$ cat config.mk
export PLATFORM = sky130hd
export DESIGN_NAME = param_divider
export DESIGN_NICKNAME = d
export VERILOG_FILES = /design/src/rtl/param_divider.sv
export SDC_FILE = /design/constraint.sdc
export NUM_CORES = 1
export LEC_CHECK = 0
export BUFFER_PORTS_ARGS = -buffer_cell sky130_fd_sc_hd__buf_2
export CAP_MARGIN = 25
export CORE_ASPECT_RATIO = 0.8
export CORE_UTILIZATION = 55
export DETAILED_ROUTE_END_ITERATION = 10
export PLACE_DENSITY = 0.82
export RECOVER_POWER = 25
export SETUP_SLACK_MARGIN = 0.3
export SYNTH_ARGS = -nofsm -noshare
export SYNTH_HDL_FRONTEND = slang
export SYNTH_SLANG_ARGS = --single-unit
$ cat constraint.sdc
create_clock -name clk -period 4.6 [get_ports clk]
set_clock_uncertainty 0.1 [all_clocks]
set_input_delay 0.23 -clock clk [delete_from_list [all_inputs] [get_ports clk]]
set_output_delay 0.23 -clock clk [all_outputs]
set_load 0.02 [all_outputs]
$ cat src/rtl/param_divider.sv
// Sequential restoring divider, one quotient bit per clock, with optional
// signed operation and a divide-by-zero shortcut that bypasses the step loop.
module param_divider #(
  parameter int WIDTH = 32
) (
  input  logic             clk,
  input  logic             reset,
  input  logic             start,
  input  logic             sign_mode,
  input  logic [WIDTH-1:0] dividend,
  input  logic [WIDTH-1:0] divisor,
  output logic [WIDTH-1:0] quotient,
  output logic [WIDTH-1:0] remainder,
  output logic             busy,
  output logic             done,
  output logic             div_zero,
  output logic [1:0]       dbg_state
);

  // Handshake: start is taken on any rising edge where the FSM is in IDLE or
  // DONE; done pulses for the cycle in which results first become valid.
  typedef enum logic [1:0] {
    IDLE = 2'd0,
    CALC = 2'd1,
    DONE = 2'd2
  } state_t;

  localparam int CW = $clog2(WIDTH + 1);

  state_t           state;
  state_t           state_next;
  logic [CW-1:0]    count;
  logic [WIDTH-1:0] dvd;
  logic [WIDTH-1:0] dvs;
  logic [WIDTH-1:0] qacc;
  logic [WIDTH:0]   part;
  logic             neg_q;
  logic             neg_r;

  logic             accept;
  logic             zero_div;
  logic             dividend_neg;
  logic             divisor_neg;
  logic [WIDTH-1:0] dividend_mag;
  logic [WIDTH-1:0] divisor_mag;
  logic [WIDTH:0]   part_shift;
  logic             fits;
  logic [WIDTH:0]   part_new;
  logic [WIDTH-1:0] q_new;
  logic [WIDTH-1:0] q_final;
  logic [WIDTH-1:0] r_final;
  logic             last_step;

  assign accept       = start && (state != CALC);
  assign zero_div     = (divisor == '0);
  assign dividend_neg = sign_mode && dividend[WIDTH-1];
  assign divisor_neg  = sign_mode && divisor[WIDTH-1];
  assign dividend_mag = dividend_neg ? -dividend : dividend;
  assign divisor_mag  = divisor_neg ? -divisor : divisor;

  // Partial remainder is one bit wider than the operands so the shifted value
  // never overflows, even for the largest unsigned divisor.
  assign part_shift = {part[WIDTH-1:0], dvd[WIDTH-1]};
  assign fits       = (part_shift >= {1'b0, dvs});
  assign part_new   = fits ? (part_shift - {1'b0, dvs}) : part_shift;
  assign q_new      = {qacc[WIDTH-2:0], fits};
  assign q_final    = neg_q ? -q_new : q_new;
  assign r_final    = neg_r ? -part_new[WIDTH-1:0] : part_new[WIDTH-1:0];
  assign last_step  = (count == CW'(1));

  assign busy      = (state == CALC);
  assign done      = (state == DONE);
  assign dbg_state = state;

  always_comb begin
    state_next = state;
    case (state)
      IDLE: if (start) state_next = zero_div ? DONE : CALC;
      CALC: if (last_step) state_next = DONE;
      DONE: begin
        if (start) state_next = zero_div ? DONE : CALC;
        else       state_next = IDLE;
      end
      default: state_next = IDLE;
    endcase
  end

  always_ff @(posedge clk) begin
    if (reset) begin
      state     <= IDLE;
      count     <= '0;
      dvd       <= '0;
      dvs       <= '0;
      qacc      <= '0;
      part      <= '0;
      neg_q     <= 1'b0;
      neg_r     <= 1'b0;
      quotient  <= '0;
      remainder <= '0;
      div_zero  <= 1'b0;
    end else begin
      state <= state_next;
      if (accept) begin
        if (zero_div) begin
          quotient  <= '1;
          remainder <= dividend;
          div_zero  <= 1'b1;
          count     <= '0;
        end else begin
          dvd   <= dividend_mag;
          dvs   <= divisor_mag;
          qacc  <= '0;
          part  <= '0;
          neg_q <= dividend_neg ^ divisor_neg;
          neg_r <= dividend_neg;
          count <= CW'(WIDTH);
        end
      end else if (state == CALC) begin
        part  <= part_new;
        dvd   <= dvd << 1;
        qacc  <= q_new;
        count <= count - CW'(1);
        if (last_step) begin
          quotient  <= q_final;
          remainder <= r_final;
          div_zero  <= 1'b0;
        end
      end
    end
  end

endmodule

==> flow_summary.toml <==
[synthesis]
syn_area_per_cell_um2 = 7.629
yosys-top-cells-area = "dfxtp_1 30%, nor2_1 7.3%, a21oi_1 6.9%, a211oi_1 4.7%, xor2_1 4.3%"
ys.flop_type = "dfxtp_1"
netlist_instances = 1742
synth_nets = 1849
ys_ff_latch = 202
synth_seq_area_share_pct = 30.43
synth_top_area_cell = "dfxtp_1"
async_flop_share_pct = 0
synth_edf_count = 0
synth_area_um2 = 13290
synth_cell_types = 96
netlist.area_leader.share_pct = 30.43
yosysWarnings = 0

[power]
clock_power_share_pct = 25.7
p_per_area_nw_per_um2 = 508.4
swShare_pct = 41.92
vdd_drop_max_mv = 0.3530
pwr-share-comb_pct = 49.2
p_leak_nw = 5.665
power_switching_mw = 3.234
seqPwrFrac_pct = 25.1
power.internal_mw = 4.481

[sta]
finalSetupTns_ns = 0
period_needed_ns = 4.187
clock.fmax_ghz = 0.2389
setup_violations = 0
period_share_pct = 91.01
rsz0062_at_grt = "yes"
maxSlewViolCount = 0
max_slew_margin_pct = 22.13
worstMarginPinSlew_ns = 1.168
final_hold_viol_count = 0

[worst_setup_path]
critPathRequiredTime_ns = 4.86
critical_path_class = "reg2reg"
cp_max_fo = 9
worstSetupEndpointType = "flip-flop"
critPathLaunchType = "flip-flop"
crit_family = "compound AO/OA/AOI/OAI gates"
arrival_ns = 4.44
max_stage_delay_ns = 0.64
slowest_stage = "o21ai_0"
path_cells = "inv_1 -> ha_1 -> buf_4 -> nand2_1 -> o21ai_0 -> a211oi_2 -> o211ai_1 -> nor3b_1 -> nor4b_4 -> o211ai_4 -> o41ai_4 -> xor2_1 -> a222oi_1 -> nor2_1"
crit_buf_inv = 2

[global_route]
grt_first_pass_wirelength_um = 64340
overflow = 0
antenna_found_initial = 1
grt_pass1_vias = 12230
grt_max_degree = 136
grtUsageTotal_pct = 31.92

[flow_run]
drv_cap = 0

[cts]
cts_buffer_depth = 3
clk_pin_slew_ns = 0.07
cts_tree = "yes"
cts-root-buf = "clkbuf_16"
numCtsBuffers = 23
clk_latency_ns = 0.52
htreeDepth = 1
cts.sinks = 202

[detailed_routing]
antenna_left = 0
wl_um = 40660
firstDrtPassIters = 5
drtIter0Drc = 1540
viasPerCell = 6.231
wl_per_cell_um = 18.70
vias = 13550
drc = 0

[final_layout]
drive_above_1_share_pct = 11.49
final_cell_mix = "255 x nor2_1, 201 x dfxtp_1, 181 x a21oi_1"
multi_input_area_um2 = 8484
fillers = 2049
layout.nets = 1954
antenna-diode-count = 0
seqCellArea_um2 = 4045
mostFrequentLayoutCell = "nor2_1"
final_area_um2 = 15180
area_growth_syn_to_layout_pct = 14.19

[status]
status = "finished, final reports clean"

[placed_design]
io_buffers = 136
place.detailed.hpwl_um = 29120
gp_congestion = 0.9945
placed_cell_area_um2 = 14080

[die]
io-pin-count = 137
die_w_um = 175.8
start_util_pct = 56.50
dieArea_um2 = 24790
core_area_um2 = 23520
die_h_um = 141.0
rows = 50

[min_path]
hold_path_class = "in2reg"
-- registers in the layout, summed over array words and instances, names as in the netlist --
name	count
qacc	31
part	32
dvs	32
neg_r	1
count	6
remainder	32
div_zero	1
neg_q	1
dbg_state	2
quotient	32
dvd	32
-- per-stage QoR --
step	setup slack, ns	instances	power (mW)	hold slack [ns]	util, %
6_report	0.4134	2175	7.716	0.009231	64.52
5_1_grt	0.2035	2175	8.109	0.02860	64.52
3_5_place_dp	0.2824	2105	5.557	0.3477	59.86
2_1_floorplan	0.4994	1742	4.699	0.2660	-
3_3_place_gp	0.3497	2104	5.516	0.3425	59.79
4_1_cts	0.3021	2170	7.566	0.002063	64.36
-- worst reg2reg max path, stage by stage, from the launching register on --
cell and delay, ns:
dfxtp_1 0.31, inv_1 0.09, ha_1 0.32, buf_4 0.16, nand2_1 0.13, o21ai_0 0.64, a211oi_2 0.11, o211ai_1 0.19
nor3b_1 0.52, nor4b_4 0.38, o211ai_4 0.19, o41ai_4 0.35, xor2_1 0.13, a222oi_1 0.33, nor2_1 0.07
-- kinds of logic (layout without fill, tap and decap cells) --
family | after synthesis | after routing | synth area share [%]
compound gates | 534 | 534 | 26.71
buf+inv | 181 | 302 | 6.515
flops | 202 | 202 | 30.43
xor+xnor | 125 | 125 | 8.238
mux | 23 | 23 | 1.742
fa+ha+maj | 39 | 39 | 3.728
simple gates | 638 | 638 | 22.64
-- final timing paths --
check | startpoint | end | slack, ns | cells after the start
setup / recovery | dvs[9] | remainder[20] | 0.41 | 14
hold / removal | dividend[6] | remainder[6] | 0.009 | 3
setup reg to reg | dvs[9] | remainder[20] | 0.41 | 14
hold reg to reg | dvs[23] | dvs[23] | 0.36 | 2
-- cell usage after synthesis (38+ instances only) --
| library cell | number |
|---|---|
| clkbuf_1 | 65 |
| dfxtp_1 | 202 |
| xor2_1 | 65 |
| o21ai_0 | 60 |
| nor3_1 | 45 |
| nor2_1 | 260 |
| ha_1 | 38 |
| a211oi_1 | 84 |
| a21oi_1 | 183 |
| nand3_1 | 54 |
| xnor2_1 | 60 |
| inv_1 | 60 |
| a31oi_1 | 40 |
| nand2_1 | 150 |
-- layout make-up --
type | instances | area share [%]
timing repair buffer | 199 | 7.923
tap | 312 | 2.572
clock buffer | 31 | 4.320
clock inverter | 10 | 1.055
multi-input combinational | 1359 | 55.91
inverter | 62 | 1.566
sequential | 202 | 26.66
-- layer usage --
metal  share of wire [%]  global-route usage, %  up-vias
met1                  45                  45.42     6360
met4                 2.4                  7.826        0
met2                  43                  48.78      619
met5                   0                      0        -
li1                    -                      -     6488
met3                 9.9                  6.823       85
-- power groups by stage --
stage	Combinational [mW]	Clock (mW)	Sequential (mW)
6_report	3.79	1.98	1.94
5_1_grt	4.08	2.08	1.95
2_1_floorplan	2.74	0	1.96
4_1_cts	3.63	2.00	1.94
3_3_place_gp	3.54	0	1.97
3_5_place_dp	3.58	0	1.98
-- timing repair --
action | 4_1_cts | 5_1_grt
endpoints found under the setup margin | 1 | 25
hold buffers | 24 | 0
pin swaps | 1 | 3
endpoints found under the hold margin | 24 | 0
gates resized for setup | 1 | 26
setup buffers | 0 | 4
Note: power is estimated with default switching activity, not from simulation.
